`src/rtl/mmio_arbiter.sv`:
```
// Round-robin arbiter sharing one mmio_controller bus among REQUESTERS one-word requesters.
// Optional bus locking is compiled in with MMIO_ARB_LOCK_EN (adds the req_lock input).
module mmio_arbiter #(
  parameter int REQUESTERS = 2,
  parameter int WIDTH      = 16
) (
  input  logic                        clk,
  input  logic                        rst,
  input  logic [REQUESTERS-1:0]       req_valid,
  input  logic [REQUESTERS-1:0]       req_write,
  input  logic [REQUESTERS*WIDTH-1:0] req_addr,
  input  logic [REQUESTERS*WIDTH-1:0] req_wdata,
`ifdef MMIO_ARB_LOCK_EN
  input  logic [REQUESTERS-1:0]       req_lock,
`endif
  output logic [REQUESTERS-1:0]       req_ready,
  output logic [REQUESTERS-1:0]       rsp_valid,
  output logic [WIDTH-1:0]            rsp_rdata,
  output logic [WIDTH-1:0]            addr,
  output logic [WIDTH-1:0]            d_in,
  output logic                        read,
  output logic                        write,
  input  logic [WIDTH-1:0]            d_out
);

  localparam int            PW   = $clog2(REQUESTERS);
  localparam logic [PW:0]   NREQ = (PW+1)'(REQUESTERS);

  typedef enum logic [0:0] {S_IDLE = 1'b0, S_ACCESS = 1'b1} state_t;

  state_t                  r_state;
  state_t                  w_state_nxt;
  logic [PW-1:0]           r_rr_ptr;
  logic [PW-1:0]           r_win;
  logic [WIDTH-1:0]        r_addr;
  logic [WIDTH-1:0]        r_wdata;
  logic [WIDTH-1:0]        r_rdata;
  logic                    r_read;
  logic                    r_write;
  logic [REQUESTERS-1:0]   r_rsp_valid;
  logic [REQUESTERS-1:0]   w_valid_eff;
  logic                    w_found;
  logic [PW-1:0]           w_winner;
  logic                    w_accept;
  logic                    w_hold_ptr;

  function automatic logic [PW-1:0] f_next_ptr(input logic [PW-1:0] p);
    logic [PW:0] v;
    v = {1'b0, p} + {{PW{1'b0}}, 1'b1};
    if (v >= NREQ) begin
      v = '0;
    end else begin
      v = v;
    end
    return v[PW-1:0];
  endfunction

  function automatic logic [REQUESTERS-1:0] f_onehot(input logic [PW-1:0] idx);
    logic [REQUESTERS-1:0] v;
    v      = '0;
    v[idx] = 1'b1;
    return v;
  endfunction

`ifdef MMIO_ARB_LOCK_EN
  logic          r_lock_vld;
  logic [PW-1:0] r_lock_own;
  logic          r_win_lock;
  logic          w_release_idle;

  // While a lock owner exists only its request is visible to the scan
  always_comb begin
    if (r_lock_vld) begin
      w_valid_eff = req_valid & f_onehot(r_lock_own);
    end else begin
      w_valid_eff = req_valid;
    end
  end

  assign w_release_idle = (r_state == S_IDLE) && r_lock_vld && !req_valid[r_lock_own];
  assign w_hold_ptr     = r_win_lock;

  // Lock ownership: taken on a locked acceptance, dropped on an unlocked one or an idle owner
  always_ff @(posedge clk or posedge rst) begin
    if (rst) begin
      r_lock_vld <= 1'b0;
      r_lock_own <= '0;
      r_win_lock <= 1'b0;
    end else if (w_accept) begin
      r_win_lock <= req_lock[w_winner];
      r_lock_vld <= req_lock[w_winner];
      r_lock_own <= w_winner;
    end else if (w_release_idle) begin
      r_lock_vld <= 1'b0;
    end else begin
      r_lock_vld <= r_lock_vld;
    end
  end
`else
  assign w_valid_eff = req_valid;
  assign w_hold_ptr  = 1'b0;
`endif

  // Winner scan: first pending request at or above rr_ptr, wrapping modulo REQUESTERS
  always_comb begin
    logic [PW:0] v_idx;
    w_found  = 1'b0;
    w_winner = '0;
    v_idx    = '0;
    for (int i = 0; i < REQUESTERS; i++) begin
      v_idx = {1'b0, r_rr_ptr} + (PW+1)'(i);
      if (v_idx >= NREQ) begin
        v_idx = v_idx - NREQ;
      end else begin
        v_idx = v_idx;
      end
      if (!w_found && w_valid_eff[v_idx[PW-1:0]]) begin
        w_found  = 1'b1;
        w_winner = v_idx[PW-1:0];
      end else begin
        w_found  = w_found;
      end
    end
  end

  // FSM state register
  always_ff @(posedge clk or posedge rst) begin
    if (rst) begin
      r_state <= S_IDLE;
    end else begin
      r_state <= w_state_nxt;
    end
  end

  // FSM next state
  always_comb begin
    w_state_nxt = S_IDLE;
    case (r_state)
      S_IDLE:   w_state_nxt = w_found ? S_ACCESS : S_IDLE;
      S_ACCESS: w_state_nxt = S_IDLE;
      default:  w_state_nxt = S_IDLE;
    endcase
  end

  // FSM outputs: acceptance and the same-cycle ready pulse
  always_comb begin
    w_accept  = 1'b0;
    req_ready = '0;
    case (r_state)
      S_IDLE: begin
        w_accept  = w_found;
        req_ready = w_found ? f_onehot(w_winner) : '0;
      end
      S_ACCESS: begin
        w_accept  = 1'b0;
        req_ready = '0;
      end
      default: begin
        w_accept  = 1'b0;
        req_ready = '0;
      end
    endcase
  end

  // Request capture, bus strobes and response generation
  always_ff @(posedge clk or posedge rst) begin
    if (rst) begin
      r_win       <= '0;
      r_addr      <= '0;
      r_wdata     <= '0;
      r_rdata     <= '0;
      r_read      <= 1'b0;
      r_write     <= 1'b0;
      r_rsp_valid <= '0;
    end else begin
      r_read      <= 1'b0;
      r_write     <= 1'b0;
      r_rsp_valid <= '0;
      if (w_accept) begin
        r_win   <= w_winner;
        r_addr  <= req_addr[int'(w_winner)*WIDTH +: WIDTH];
        r_wdata <= req_wdata[int'(w_winner)*WIDTH +: WIDTH];
        r_read  <= !req_write[w_winner];
        r_write <= req_write[w_winner];
      end else begin
        r_win   <= r_win;
      end
      if (r_state == S_ACCESS) begin
        r_rsp_valid <= f_onehot(r_win);
        if (r_read) begin
          r_rdata <= d_out;
        end else begin
          r_rdata <= r_rdata;
        end
      end else begin
        r_rdata <= r_rdata;
      end
    end
  end

  // Round-robin pointer: advances past the winner unless the access was locked
  always_ff @(posedge clk or posedge rst) begin
    if (rst) begin
      r_rr_ptr <= '0;
    end else if ((r_state == S_ACCESS) && !w_hold_ptr) begin
      r_rr_ptr <= f_next_ptr(r_win);
`ifdef MMIO_ARB_LOCK_EN
    end else if (w_release_idle) begin
      r_rr_ptr <= f_next_ptr(r_lock_own);
`endif
    end else begin
      r_rr_ptr <= r_rr_ptr;
    end
  end

  assign addr      = r_addr;
  assign d_in      = r_wdata;
  assign read      = r_read;
  assign write     = r_write;
  assign rsp_valid = r_rsp_valid;
  assign rsp_rdata = r_rdata;

endmodule

```
`config.mk`:
```
export PLATFORM = sky130hd
export DESIGN_NAME = mmio_arbiter
export DESIGN_NICKNAME = d
export VERILOG_FILES = /design/src/rtl/mmio_arbiter.sv
export SDC_FILE = /design/constraint.sdc
export NUM_CORES = 1
export LEC_CHECK = 0
export CAP_MARGIN = 20
export CORE_MARGIN = 8
export CORE_UTILIZATION = 40
export DETAILED_ROUTE_END_ITERATION = 12
export PLACE_DENSITY_LB_ADDON = 0.12
export SLEW_MARGIN = 20
export SYNTH_ARGS = -nofsm -noshare
export SYNTH_HDL_FRONTEND = slang
export SYNTH_SLANG_ARGS = --single-unit
```
`constraint.sdc`:
```
create_clock -name clk -period 2.2 [get_ports clk]
set_input_delay 0.22 -clock clk [delete_from_list [all_inputs] [get_ports clk]]
set_output_delay 0.22 -clock clk [all_outputs]
set_load 0.03 [all_outputs]
```
---- Word level (Yosys, flattened, before mapping) ----
Cells that the tools add are included.
word-level totals
  output and inout port bits .............. 54
  register bits after elaboration ......... 55
  input port bits ......................... 86
operators by class
  reduce and logical (&&, ||, !) cells .... 6
  shift-type cells ........................ 2
  order comparisons ....................... 9
  mux-type cells .......................... 25
  $add $sub $neg .......................... 4
  bitwise logic cells ..................... 1
operator list
  cell                                                                          count
  32-bit by 6-bit indexed part select with 16-bit output                        2
  1-bit 2-to-1 mux                                                              18
  1-bit by 2-bit less-than comparator with 1-bit output, second input constant  4
  1-bit by 1-bit adder with 2-bit output, second input constant                 2
  2-bit >= comparator, second input constant                                    2
  2-bit 2-to-1 mux                                                              2
  1-bit one-hot mux with 2 select lines                                         2
  2-bit one-hot mux with 2 select lines                                         1
  1-bit logical AND                                                             3
  1-bit demux with 1-bit select                                                 2
  1-bit >= comparator, second input constant                                    2
  1-bit by 2-bit >= comparator with 1-bit output, second input constant         1
  1-bit logical NOT                                                             2
  2-bit AND reduction                                                           1
  1-bit subtractor, second input constant                                       2
  1-bit inverter                                                                1

---- Logic depth before layout (Yosys ltp) ----
Gate-level depths: netlist of run 1.
  depth after elaboration ................. 14
  gate-level depth with buffers ........... 6
  mapped depth without buffers ............ 4

---- Worst setup path before layout of run 1 ----
Ideal clock, no wire load.
  path type ............................... register to register
  start ................................... reg r_read (netlist: read)
  end ..................................... reg r_rdata[0] (netlist: rsp_rdata[0])
  arrival time ............................ 1.290 ns
  stages on the path, launching flop included .. 4
  setup slack ............................. 0.785 ns
  period minus slack after synthesis ...... 1.415 ns
  cells stage by stage .................... dfrtp_1 nand2_1 buf_2 mux2_2
between the ends
  cells in the longest elaborated chain, start to end .. 1
ends and longest elaborated chain
  item                           RTL line  RTL
  start, declared                38        logic r_read;
  start signal, assigned         183       r_read <= !req_write[w_winner];
  2-bit AND reduction (no line)  n/a
  end signal, assigned           191       r_rdata <= d_out;
  end signal, assigned           193       r_rdata <= r_rdata;
  end signal, assigned           196       r_rdata <= r_rdata;
  end, declared                  37        logic [WIDTH-1:0] r_rdata;
Every way passes these cells.
A chain may end at the register's enable or synchronous reset.

---- Worst setup path in the final report of run 1 ----
  start ................................... in req_valid[0]
  end ..................................... out req_ready[0]
between the ends
  cells in the longest elaborated chain, start to end .. 12
  elaborated cells between the ends (all ways) .. 17
  classes of those cells .................. order compare (2); mux (12); reduce/logical (3)
ends and longest elaborated chain
  item                                                                                                                RTL line  RTL
  start, declared                                                                                                     9         input logic [REQUESTERS-1:0] req_valid,
  1-bit 2-to-1 mux (not written as such) (2 in a row)                                                                 117       if (!w_found && w_valid_eff[v_idx[PW-1:0]]) begin
  1-bit 2-to-1 mux                                                                                                    117
  1-bit logical NOT                                                                                                   117
  1-bit logical AND                                                                                                   117
  1-bit 2-to-1 mux                                                                                                    117
  1-bit by 2-bit less-than comparator with 1-bit output (not written as such) or 1-bit >= comparator (tied branches)  61        v[idx] = 1'b1;
  1-bit logical AND (not written as such)                                                                             61
  1-bit 2-to-1 mux (not written as such)                                                                              61
  1-bit demux with 1-bit select                                                                                       61
  2-bit 2-to-1 mux *                                                                                                  152       req_ready = w_found ? f_onehot(w_winner) : '0;
  2-bit one-hot mux with 2 select lines *                                                                             149       case (r_state)
  end, declared                                                                                                       16        output logic [REQUESTERS-1:0] req_ready,
Mark *: on every way between the ends. The rest lies on a longest branch, timed or not. The select of a mux whose other input is x is not followed.

==> flow_summary.yaml, run 1 <==
status:
  status: "finished, final reports clean"
logic_synthesis:
  synth.cell_area_mm2: 0.00239
  syn_inst: 212
  seq_area_frac_synth_pct: 57.6
  synth_compound_area_share_pct: 20.5
  synth_area_leader_cell: "dfrtp_1"
  syn_avg_cell_area_um2: 11.3
  yosys.area.top_type_share_pct: 57.6
  ys_warn_count: 0
  yosys.area_share.simple_pct: 9.80
  synth_seq_cells: 55
  synth_top_family_by_area: "compound AO/OA/AOI/OAI gates"
  synth_most_common_cell: "dfrtp_1"
  ys.flop_type: "dfrtp_1"
  synthesis.nets: 298
  synthMuxAreaShare_pct: 7.54
  yosysUniqueCellTypes: 24
  synth-xor-area-share_pct: 0
  synthAdderAreaFrac_pct: 0
  synth_common_cells: "dfrtp_1 (55), nor2_1 (22), a21oi_1 (21), o21ai_0 (21), a31oi_1 (20)"
  async_reset_ff_share_pct: 100
  synth_area_leaders: "dfrtp_1 (58%), mux2_2 (7.5%), a31oi_1 (5.2%)"
  synth_edf_count: 0
drt:
  dr_wl_met3_um: 769
  antenna_left: 0
  first_iter_violations: 94
  avgViaCountPerCell: 5.30
  routed.top_layer: "met4"
  drc: 0
  drt-total-wl_um: 7840
  first_pass_iters: 4
  via_count: 2251
  wl_per_cell_um: 18.4
  wl_met2_um: 3800
  wl_met1_um: 3170
clock_network:
  cts_hold_buf: 0
  clock_sinks: 55
  cts_setup_buffers: 0
  cts.repair.resized: 0
  cts-root-buf: "clkbuf_8"
  cts_buffers: 5
  h-tree-depth: 2
  path_clk_slew_ns: 0.10
  cts_tree: "built"
  clk_latency_ns: 0.30
  cts.path.max_buffers: 2
power:
  peakVddDrop_v: 0.000600
  p_per_area_mw_per_mm2: 994
  power_w: 0.00397
  leakage_nw: 1.61
sta:
  final.min_clock_period_ns: 1.94
  tightest_slew_ns: 0.673
  clock.fmax_mhz: 515
  rsz0062_at_grt: "no"
  setup_viol_count_final: 0
  finalCritPeriodShare_pct: 88.3
  clock_skew_ns: 0.00537
  setup_tns_ns: 0
  max-slew-margin-rel_pct: 55.1
  finalHoldViolCount: 0
  drv_slew: 0
floorplanning:
  fp.dieH_um: 93.3
  dieArea_mm2: 0.00870
  fp.coreArea_mm2: 0.00585
  die_w_um: 93.3
  num_rows: 28
  start_util_pct: 40.8
  ios: 140
setup_path:
  reg2reg_to: "read$_DFF_PP0_"
  crit_type: "input port to output pin"
  r2r_cells: 4
  r2r_start: "r_state$_DFF_PP0_"
  cp-start-kind: "input port"
  crit_end: "req_ready[0]"
  r2r_slack_ns: 0.59
  cp_slowest_cell: "clkdlybuf4s50_1"
  cp-startpoint: "req_valid[0]"
  required_ns: 1.98
  worstPathMaxFanout: 13
  path_cells: "clkdlybuf4s50_1 > nand2b_1 > a21oi_2 > buf_4"
  slowest_delay_ns: 0.56
  end_kind: "output pin"
  critPathArrivalTime_ns: 1.72
layout:
  drive_gt1_share_pct: 11.7
  syn2layout_area_growth_pct: 67.3
  n_antenna_cell: 0
  stdcell_count: 425
  fill_cells: 502
  nets: 435
hold_path:
  hold_path_class: "input port to async pin"
grt:
  grt.overflow.total: 0
  grt_pass1_vias: 2353
  grt_max_degree: 29
  antenna_found_initial: 0
  track_usage_pct: 17.6
  grt_pass1_wl_um: 12300
placement:
  dpl.hpwl_um: 5880
  dp_cells: 417
  portBuffers: 139
  place_congestion: 0.791
run:
  drv_cap: 0
sequential cells by signal, summed over array words and instances, names as in the netlist:
name / cells
read: 1
r_rr_ptr: 1
r_win: 1
addr: 16
write: 1
r_state: 1
rsp_valid: 2
d_in: 16
rsp_rdata: 16
metrics by stage:
step           setup WS (ns)  utilization (%)  hold WS [ns]  area, µm²
2_1_floorplan          0.637                -         0.365       2390
3_3_place_gp           0.282             66.0         0.446       3860
3_5_place_dp           0.217             66.0         0.445       3860
4_1_cts                0.257             68.3         0.275       4000
5_1_grt                0.184             68.3         0.293       4000
6_report               0.257             68.3         0.264       4000
worst min-delay path by stage:
stage / from / cells after the start / to / slack, ns
after global routing: rst / 2 / rsp_rdata[15]$_DFFE_PP0P_ / 0.29
after floorplan: req_addr[28] / 1 / addr[12]$_DFFE_PP0P_ / 0.36
after CTS: rst / 2 / rsp_rdata[8]$_DFFE_PP0P_ / 0.28
final: rst / 2 / rsp_rdata[7]$_DFFE_PP0P_ / 0.26
after global placement: r_win$_DFFE_PP0P_ / 1 / rsp_valid[0]$_DFF_PP0_ / 0.45
after detailed placement: r_win$_DFFE_PP0P_ / 1 / rsp_valid[0]$_DFF_PP0_ / 0.44
worst max-delay path, delay by kind of cell:
| family | cells | cell delay [ns] |
|---|---|---|
| AO/OA/AOI/OAI | 1 | 0.53 |
| buffers and inverters | 2 | 0.84 |
| AND/OR/NAND/NOR | 1 | 0.13 |
power by group:
part	internal [W]	switching [W]
Clock	0.000454	0.000326
Sequential	0.00128	0.000144
Combinational	0.000813	0.000957
Total	0.00255	0.00143
kinds of logic after synthesis:
logic type | after synthesis
flops | 55
buf+inv | 22
mux | 16
compound gates | 77
simple gates | 42
routing by layer:
metal	global-route usage (%)	vias to the layer above
met5	0	-
li1	-	1046
met3	5.85	7
met1	22.1	1096
met4	4.83	0
met2	28.3	102
placed cells by master, fill, tap and decap left out, types with 2 or more instances in the layout:
master           count
nor4b_1              7
mux2_2              16
a221o_1             12
bufinv_16            2
buf_4               11
clkdlybuf4s50_1    137
inv_1                2
and2_1               6
clkbuf_8             5
nor2_1              22
a31oi_1             20
a21oi_1             21
dfrtp_1             55
o21ai_0             21
area by class of cell:
cell class	count	area, µm²	area share (%)
timing repair buffer	149	1470	36.9
sequential	55	1380	34.4
multi-input combinational	135	905	22.6
tap	75	93.8	2.35
clock buffer	5	68.8	1.72
clock inverter	3	67.6	1.69
inverter	3	11.3	0.282
Note: power is estimated with default switching activity, not from simulation.
==> run 2, diff against run 1 <==
--- a/config.mk
+++ b/config.mk
@@ -5,6 +5,7 @@
 export SDC_FILE = /design/constraint.sdc
 export NUM_CORES = 1
 export LEC_CHECK = 0
+export ABC_AREA = 0
 export CAP_MARGIN = 20
 export CORE_MARGIN = 8
 export CORE_UTILIZATION = 40
==> results of run 2 <==
No change in the layout: final DEF, timing and power equal those of run 1.
